===== config.mk =====
export PLATFORM = sky130hd
export DESIGN_NAME = round_sequencer
export DESIGN_NICKNAME = d
export VERILOG_FILES = /design/src/rtl/round_sequencer.sv
export SDC_FILE = /design/constraint.sdc
export NUM_CORES = 1
export LEC_CHECK = 0
export BUFFER_PORTS_ARGS = -buffer_cell sky130_fd_sc_hd__buf_2
export CAP_MARGIN = 5
export CORE_MARGIN = 4
export CORE_UTILIZATION = 60
export CTS_CLUSTER_SIZE = 10
export DETAILED_ROUTE_END_ITERATION = 16
export GPL_ROUTABILITY_DRIVEN = 1
export GPL_TIMING_DRIVEN = 1
export HOLD_SLACK_MARGIN = 0.03
export PLACE_DENSITY_LB_ADDON = 0.25
export SLEW_MARGIN = 10
export SYNTH_ARGS = -nofsm -noshare
export SYNTH_HDL_FRONTEND = slang
export SYNTH_SLANG_ARGS = --single-unit

===== constraint.sdc =====
create_clock -name Clk100M -period 3 [get_ports Clk100M]
set_clock_uncertainty 0.05 [all_clocks]
set_input_delay 0.45 -clock Clk100M [delete_from_list [all_inputs] [get_ports Clk100M]]
set_output_delay 0.45 -clock Clk100M [all_outputs]
set_load 0.03 [all_outputs]

===== src/rtl/round_sequencer.sv =====
// Round controller for the counting game: picks a random target, shows it,
// collects the player's up/down count within a time limit, scores the round.
module round_sequencer #(
   parameter int SHOW_SECS   = 3,
   parameter int ANSWER_SECS = 5,
   parameter int RESULT_SECS = 2,
   parameter int MAX_ROUNDS  = 8,
   parameter int MAX_COUNT   = 9
) (
   input  logic       Clk100M,
   input  logic       reset,
   input  logic       tick1Hz,
   input  logic       startB,
   input  logic       upB,
   input  logic       downB,
   output logic [3:0] target,
   output logic [3:0] guess,
   output logic [3:0] secsLeft,
   output logic [3:0] score,
   output logic [3:0] round,
   output logic [2:0] state,
   output logic       showTarget,
   output logic       correct,
   output logic       gameOver
);

   typedef enum logic [2:0] {
      IDLE   = 3'd0,
      LOAD   = 3'd1,
      SHOW   = 3'd2,
      ANSWER = 3'd3,
      CHECK  = 3'd4,
      RESULT = 3'd5,
      DONE   = 3'd6
   } state_t;

   localparam logic [3:0] SHOW_S   = 4'(SHOW_SECS);
   localparam logic [3:0] ANSWER_S = 4'(ANSWER_SECS);
   localparam logic [3:0] RESULT_S = 4'(RESULT_SECS);
   localparam logic [3:0] ROUNDS_N = 4'(MAX_ROUNDS);
   localparam logic [3:0] MAX_C    = 4'(MAX_COUNT);

   state_t     state_reg, state_next;
   logic [7:0] lfsr_reg, lfsr_next;
   logic [3:0] target_reg, target_next;
   logic [3:0] guess_reg, guess_next;
   logic [3:0] secs_reg, secs_next;
   logic [3:0] score_reg, score_next;
   logic [3:0] round_reg, round_next;
   logic       correct_reg, correct_next;

   logic       lfsr_fb;
   logic [3:0] lfsr_nib;
   logic [3:0] load_target;
   logic       match;

   // Fibonacci LFSR, x^8+x^6+x^5+x^4+1, shifting toward the MSB
   assign lfsr_fb = lfsr_reg[7] ^ lfsr_reg[5] ^ lfsr_reg[4] ^ lfsr_reg[3];
   assign lfsr_next[0] = lfsr_fb;

   generate
      for (genvar gi = 1; gi < 8; gi++) begin : g_lfsr_shift
         assign lfsr_next[gi] = lfsr_reg[gi-1];
      end
   endgenerate

   // Fold the random nibble into 1..MAX_COUNT; zero maps to 1
   assign lfsr_nib = lfsr_reg[3:0];
   always_comb begin
      load_target = lfsr_nib;
      if (lfsr_nib == 4'd0) begin
         load_target = 4'd1;
      end else if (lfsr_nib > MAX_C) begin
         load_target = lfsr_nib - MAX_C;
      end
   end

   assign match = (guess_reg == target_reg);

   always_ff @(posedge Clk100M) begin
      if (reset) begin
         state_reg   <= IDLE;
         lfsr_reg    <= 8'hA5;
         target_reg  <= 4'd0;
         guess_reg   <= 4'd0;
         secs_reg    <= 4'd0;
         score_reg   <= 4'd0;
         round_reg   <= 4'd0;
         correct_reg <= 1'b0;
      end else begin
         state_reg   <= state_next;
         lfsr_reg    <= lfsr_next;
         target_reg  <= target_next;
         guess_reg   <= guess_next;
         secs_reg    <= secs_next;
         score_reg   <= score_next;
         round_reg   <= round_next;
         correct_reg <= correct_next;
      end
   end

   always_comb begin
      state_next   = state_reg;
      target_next  = target_reg;
      guess_next   = guess_reg;
      secs_next    = secs_reg;
      score_next   = score_reg;
      round_next   = round_reg;
      correct_next = correct_reg;

      case (state_reg)
         IDLE: begin
            if (startB) begin
               state_next = LOAD;
               score_next = 4'd0;
               round_next = 4'd0;
            end
         end

         LOAD: begin
            target_next  = load_target;
            guess_next   = 4'd0;
            correct_next = 1'b0;
            secs_next    = SHOW_S;
            state_next   = SHOW;
         end

         SHOW: begin
            if (tick1Hz) begin
               if (secs_reg == 4'd1) begin
                  state_next = ANSWER;
                  secs_next  = ANSWER_S;
               end else begin
                  secs_next = secs_reg - 4'd1;
               end
            end
         end

         ANSWER: begin
            if (startB) begin
               // early submit wins over the tick and discards any blip
               state_next = CHECK;
            end else begin
               if (upB && !downB && (guess_reg < MAX_C)) begin
                  guess_next = guess_reg + 4'd1;
               end else if (downB && !upB && (guess_reg != 4'd0)) begin
                  guess_next = guess_reg - 4'd1;
               end
               if (tick1Hz) begin
                  if (secs_reg == 4'd1) begin
                     state_next = CHECK;
                  end else begin
                     secs_next = secs_reg - 4'd1;
                  end
               end
            end
         end

         CHECK: begin
            correct_next = match;
            if (match && (score_reg != 4'd15)) begin
               score_next = score_reg + 4'd1;
            end
            round_next = round_reg + 4'd1;
            secs_next  = RESULT_S;
            state_next = RESULT;
         end

         RESULT: begin
            if (tick1Hz) begin
               if (secs_reg == 4'd1) begin
                  state_next = (round_reg == ROUNDS_N) ? DONE : LOAD;
               end else begin
                  secs_next = secs_reg - 4'd1;
               end
            end
         end

         DONE: begin
            if (startB) begin
               score_next = 4'd0;
               round_next = 4'd0;
               state_next = LOAD;
            end
         end

         default: begin
            state_next = IDLE;
         end
      endcase
   end

   assign target     = target_reg;
   assign guess      = guess_reg;
   assign secsLeft   = secs_reg;
   assign score      = score_reg;
   assign round      = round_reg;
   assign state      = state_reg;
   assign correct    = correct_reg;
   assign showTarget = (state_reg == SHOW);
   assign gameOver   = (state_reg == DONE);

endmodule


==> flow_metrics.tcl, run 1 <==
set metrics [dict create \
    drt_iter0_markers 117 \
    fillers 229 \
    maxCapViolCount 0 \
    root_buffer "clkbuf_4" \
    cts_tree "yes" \
    drive_above_1_share_pct 21.01 \
    num_rows 19 \
    grt_antenna_before_repair 0 \
    ioPinCount 32 \
    cts_buffer_depth 2 \
    path_cells "nor2b_1, nor3_1, a31oi_1, a2111oi_0, a31o_2" \
    cp.buffers_inverters 0 \
    rsz0062_at_grt "false" \
    hp-class "reg -> reg" \
    yosysSeqAreaShare_pct 34.32 \
    crit_type "reg -> reg" \
    synth.most_common_cell "dfxtp_1" \
    final_cell_area_sq_mm 0.002085 \
    grt_pass1_vias 1463 \
    status "complete, no violations" \
    synth_edf_count 0 \
    ctsResizeCount 0 \
    cp.required_ns 3.19 \
    cpMaxStageDelayCell "dfxtp_1" \
    synth_area_per_cell_sq_um 8.224 \
    fin_crit_ns 2.275 \
    yosys-top-cells-area "dfxtp_1 34%, ha_1 6.7%, nor2_1 4.8%" \
    place.port_buffers 31 \
    drc 0 \
    cp_max_fo 20 \
    dieArea_sq_mm 0.004068 \
    dp_hpwl_mm 2.871 \
    start_util_pct 65.44 \
    powerDensity_mw_per_mm2 526.7 \
    rr_worst_depth 5 \
    cp.arrival_ns 2.46 \
    setup.worst_path.start_class "flip-flop" \
    finalCritPeriodShare_pct 75.85 \
    setup_tns_ns 0 \
    fp.dieH_microns 63.78 \
    irDropWorstVdd_mv 0.4123 \
    gp_congestion 0.8590 \
    worst_slew_pin_slew_ns 0.6473 \
    cts_hold_buf 0 \
    wl_per_cell_microns 13.85 \
    largest_reg_flops 8 \
    routed_wirelength_mm 3.988 \
    synth.net_count 244 \
    crit_path_end_kind "flip-flop" \
    fin_nets 273 \
    firstDrtPassIters 4 \
    postLayoutCoreUtil_pct 73.07 \
    drt-vias-per-instance 5.806 \
    leakagePower_nw 0.9471 \
    syn_inst 227 \
    drv_slew 0 \
    antenna_cells 0 \
    synth_area_leader_cell "dfxtp_1" \
    path_depth 5 \
    grt_pass1_wl_mm 6.775 \
    power.total_mw 1.098 \
    slowest_delay_ns 0.71 \
    clkSlewWorstSetupHoldPaths_ns 0.10 \
    cts_made_buffers 5 \
    ys_ff_latch 32 \
    worstSkewPairLatency_ns 0.34 \
    syn_to_final_growth_pct 11.66 \
    yosys_warnings 0 \
    finalSetupViolCount 0 \
    ys_async_sr_fraction_pct 0 \
    num_vias 1672 \
    core-area_sq_mm 0.002853 \
    finalHoldViolCount 0 \
    clock-sinks 32 \
    htreeDepth 2 \
    die_x_microns 63.78 \
    cts_setup_buffers 0 \
    grt_usage_pct 20.68 \
    synth_cell_type_count 49 \
    syn_area_sq_mm 0.001867 \
    synthTopCellsByCount "32 x dfxtp_1, 24 x nor2_1, 21 x nand2_1" \
    fmax_mhz 439.5 \
    slew-limit-headroom_pct 56.45 \
    antenna_left 0 \
    placed_cell_area_sq_mm 0.002023 \
    grt_max_degree 35 \
    overflow 0 \
    synth_ff_type "dfxtp_1" \
    path_delay_family "compound AO/OA/AOI/OAI gates" \
    yosysTopAreaCellShare_pct 34.32 \
    hold_path_depth 1 \
]
==> worst paths after layout <==
check,slack [ns],endpoint,from
worst max-delay path,0.72,score[3],state[2]
worst max register to register,0.72,score[3],state[2]
worst min register to register,0.37,lfsr_reg[7],lfsr_reg[6]
worst min-delay path,0.37,lfsr_reg[7],lfsr_reg[6]
==> power breakdown <==
group          internal, mW  switching [mW]  leakage, nW
combinational         0.132           0.204        0.647
sequential            0.457          0.0473        0.262
clock                 0.111           0.146       0.0380
total                 0.700           0.398        0.947
==> kinds of logic after synthesis <==
| family | after synthesis | share of synthesized area, % |
|---|---|---|
| DFF | 32 | 34.32 |
| buffers and inverters | 22 | 4.825 |
| xor gates and xnor gates | 13 | 6.099 |
| muxes | 4 | 2.212 |
| AOI/OAI and AO/OA | 45 | 15.75 |
| adders and majority gates | 11 | 7.775 |
| and+or+nand+nor | 100 | 29.02 |
==> worst reg2reg max path, cell delays in order (launching register included) <==
cell	delay, ns
dfxtp_1	0.71
nor2b_1	0.52
nor3_1	0.12
a31oi_1	0.41
a2111oi_0	0.13
a31o_2	0.24
==> layout make-up <==
cell class / count / area [sq um] / share of cell area, %
multi-input combinational: 173 / 1136 / 54.50
sequential: 32 / 640.6 / 30.73
timing repair buffer: 32 / 162.7 / 7.803
clock buffer: 6 / 51.30 / 2.461
inverter: 12 / 45.04 / 2.161
tap: 31 / 38.79 / 1.861
clock inverter: 2 / 10.01 / 0.4802
==> routing by layer <==
layer	part of all wire [%]	routed length (microns)	vias up	GRT usage (%)
li1	-	-	857	-
met1	48	1918	764	28.15
met2	45	1794	46	30.97
met3	5.8	231	5	7.531
met4	1.1	43	0	5.391
met5	0	0	-	0
==> layout by cell type, fill, tap and decap left out, drive strengths merged, types with 4 or more instances in the layout <==
cell type / count
nand3: 9
nor2: 24
clkbuf: 6
inv: 12
xor2: 10
ha: 10
nand3b: 4
nand2: 21
or2: 5
nor3: 5
o21ai: 10
buf: 32
dfxtp: 32
nor2b: 8
nand2b: 5
a21oi: 12
==> metrics by stage <==
| step | worst slack (ns) | std cells | hold slack [ns] |
|---|---|---|---|
| floorplan | 0.7720 | 227 | 0.3395 |
| global placement | 0.8537 | 280 | 0.3431 |
| detailed placement | 0.7527 | 280 | 0.3455 |
| CTS | 0.7448 | 288 | 0.3699 |
| global route | 0.5396 | 288 | 0.3912 |
| finish | 0.7245 | 288 | 0.3708 |
(Power assumes the default switching activity.)
==> run 2: changes to the inputs <==
--- a/config.mk
+++ b/config.mk
@@ -5,10 +5,11 @@
 export SDC_FILE = /design/constraint.sdc
 export NUM_CORES = 1
 export LEC_CHECK = 0
+export ABC_AREA = 1
 export BUFFER_PORTS_ARGS = -buffer_cell sky130_fd_sc_hd__buf_2
 export CAP_MARGIN = 5
 export CORE_MARGIN = 4
-export CORE_UTILIZATION = 60
+export CORE_UTILIZATION = 56
 export CTS_CLUSTER_SIZE = 10
 export DETAILED_ROUTE_END_ITERATION = 16
 export GPL_ROUTABILITY_DRIVEN = 1
==> constraint.sdc (replaced) <==
create_clock -name Clk100M -period 2.2 [get_ports Clk100M]
set_clock_uncertainty 0.05 [all_clocks]
set_input_delay 0.33 -clock Clk100M [delete_from_list [all_inputs] [get_ports Clk100M]]
set_output_delay 0.33 -clock Clk100M [all_outputs]
set_load 0.03 [all_outputs]
==> flow_metrics.tcl, run 2 <==
set metrics [dict create \
    yosysSeqAreaShare_pct 32.88 \
    clkSlewWorstSetupHoldPaths_ns 0.11 \
    cp.required_ns 2.38 \
    overflow 0 \
    yosys.area_share.simple_pct 32.50 \
    leakagePower_nw 1.139 \
    ys_async_sr_fraction_pct 0 \
    placed_cells 361 \
    path_depth 13 \
    yosysTopAreaCellShare_pct 32.88 \
    syn_area_sq_mm 0.001948 \
    reg2reg_from "guess[0]" \
    hold_path_startpoint "reset" \
    setup.worst_path.start_class "flip-flop" \
    synth_top_family_by_area "simple AND/OR/NAND/NOR gates" \
    cpMaxStageDelayCell "dfxtp_1" \
    crit_top_cell "nand2_1" \
    num_vias 1844 \
    yosys-top-cells-area "dfxtp_1 33%, nand2_1 13%, inv_1 7.7%" \
    ioPinCount 32 \
    cts_tree "yes" \
    cts_buffer_depth 2 \
    grt_pass1_vias 1603 \
    mostFrequentLayoutCells "67 x nand2_1, 40 x inv_1, 35 x nor2_1" \
    status "complete, no violations" \
    rr_worst_depth 13 \
    grt_antenna_before_repair 0 \
    reg2reg_slack_ns 0.43 \
    ys_ff_latch 32 \
    rsz0062_at_grt "false" \
    irDropWorstVdd_mv 1.135 \
    powerDensity_mw_per_mm2 1360 \
    path_cells "inv_1, nand3_1, nand2_1, nand2_1, ha_1, nand2_1, nand2_1, a21oi_1, inv_1, nand3_1, nand2_1, nand2_1, a21oi_1" \
    drc 0 \
    fin_nets 339 \
    r2r-end "guess[3]" \
    drt_iter0_markers 105 \
    cts_made_buffers 5 \
    clock-sinks 32 \
    synthTopCellsByCount "67 x nand2_1, 40 x inv_1, 35 x nor2_1" \
    htreeDepth 2 \
    worstSkewPairLatency_ns 0.33 \
    finalCritPeriodShare_pct 80.44 \
    yosys_warnings 0 \
    crit_path_end_kind "flip-flop" \
    synth.most_common_cell "nand2_1" \
    synth_area_per_cell_sq_um 6.764 \
    finalHoldViolCount 0 \
    firstDrtPassIters 4 \
    cp.buffers_inverters 2 \
    root_buffer "clkbuf_4" \
    dp_hpwl_mm 3.231 \
    antenna_left 0 \
    grt_max_degree 17 \
    setup.worst_path.start "guess[0]" \
    largest_reg_flops 8 \
    path_delay_family "simple AND/OR/NAND/NOR gates" \
    synth_area_leader_cell "dfxtp_1" \
    wl_per_cell_microns 11.39 \
    mostFrequentLayoutCell "nand2_1" \
    fp.dieH_microns 66.98 \
    setup_tns_ns 0 \
    slew-limit-headroom_pct 73.23 \
    syn_inst 288 \
    finalSetupViolCount 0 \
    gp_congestion 0.8486 \
    dieArea_sq_mm 0.004486 \
    final_cell_count_no_fill 369 \
    drive_above_1_share_pct 20.12 \
    cts_hold_buf 0 \
    syn_to_final_growth_pct 13.62 \
    die_x_microns 66.98 \
    fin_crit_ns 1.770 \
    cts_setup_buffers 0 \
    cp.arrival_ns 1.95 \
    routed_wirelength_mm 4.203 \
    num_rows 21 \
    place.port_buffers 31 \
    grt_pass1_wl_mm 6.893 \
    ctsResizeCount 0 \
    synth_ff_type "dfxtp_1" \
    slowest_delay_ns 0.36 \
    fmax_mhz 565.0 \
    endpoint "guess[3]" \
    synth.net_count 305 \
    synth_compound_area_share_pct 13.36 \
    antenna_cells 0 \
    drv_slew 0 \
    maxCapViolCount 0 \
    synth_xor_area_share_pct 3.147 \
    drt-vias-per-instance 4.997 \
    hp-class "in -> reg" \
    cp_max_fo 5 \
    crit_type "reg -> reg" \
    worst_slew_pin_slew_ns 0.3974 \
    muxShareOfSynthArea_pct 0 \
    grt_usage_pct 20.12 \
    synth_edf_count 0 \
    synthAdderAreaFrac_pct 7.450 \
    start_util_pct 58.38 \
    synth_cell_type_count 32 \
    core-area_sq_mm 0.003337 \
]
-- run 2: layout make-up --
type / count / area (sq um)
well taps: 46 / 57.56
repair buffers: 32 / 162.7
inverters: 46 / 172.7
clock inverters: 3 / 42.54
clock buffers: 5 / 37.54
fillers: 306 / 1124
flip-flops and latches: 32 / 640.6
multi-input cells: 205 / 1100
-- run 2: how the worst min path moves through the flow --
| stage | end | slack, ns | cells past startpoint |
|---|---|---|---|
| 2_1_floorplan | lfsr_reg[7] | 0.34 | 1 |
| 3_3_place_gp | lfsr_reg[7] | 0.34 | 1 |
| 4_1_cts | score[2] | 0.29 | 2 |
| 3_5_place_dp | lfsr_reg[7] | 0.35 | 1 |
| 6_report | score[2] | 0.30 | 2 |
| 5_1_grt | lfsr_reg[1] | 0.31 | 2 |
-- run 2: metal layers --
layer  global-route usage [%]  part of all wire [%]  vias to the layer above
li1                         -                     -                      976
met1                    24.92                    47                      823
met2                    34.28                    46                       38
met3                    3.035                   4.7                        7
met4                    8.608                   1.6                        0
met5                        0                     0                        -
-- run 2: where the power goes --
| group | switching (mW) | internal, mW |
|---|---|---|
| combinational | 1.12 | 0.546 |
| clock | 0.210 | 0.237 |
| sequential | 0.172 | 0.721 |
| total | 1.51 | 1.50 |
-- run 2: metrics by stage --
stage,area (sq um),total power [mW],util [%],hold slack (ns),worst slack (ns)
after detailed placement,2133,2.566,63.93,0.3530,0.4418
after global routing,2213,3.271,66.33,0.3072,0.2310
final,2213,3.009,66.33,0.2954,0.4302
after floorplan,1948,2.241,-,0.3395,0.3007
after global placement,2133,2.544,63.93,0.3428,0.4795
after CTS,2213,3.022,66.33,0.2884,0.4340
-- run 2: cell families (layout without fill, tap and decap cells) --
| logic type | after synthesis | after routing |
|---|---|---|
| AO/OA/AOI/OAI | 46 | 46 |
| XOR/XNOR | 7 | 7 |
| adder cells (fa/ha/maj) | 11 | 11 |
| buffers and inverters | 51 | 86 |
| flip-flops | 32 | 32 |
| AND/OR/NAND/NOR | 141 | 141 |
-- run 2: worst reg2reg max path, cell delays in order, from the launching register on --
cell and delay, ns:
dfxtp_1 0.36, inv_1 0.15, nand3_1 0.12, nand2_1 0.07, nand2_1 0.09, ha_1 0.28
nand2_1 0.06, nand2_1 0.05, a21oi_1 0.15, inv_1 0.05, nand3_1 0.06, nand2_1 0.05
nand2_1 0.06, a21oi_1 0.05
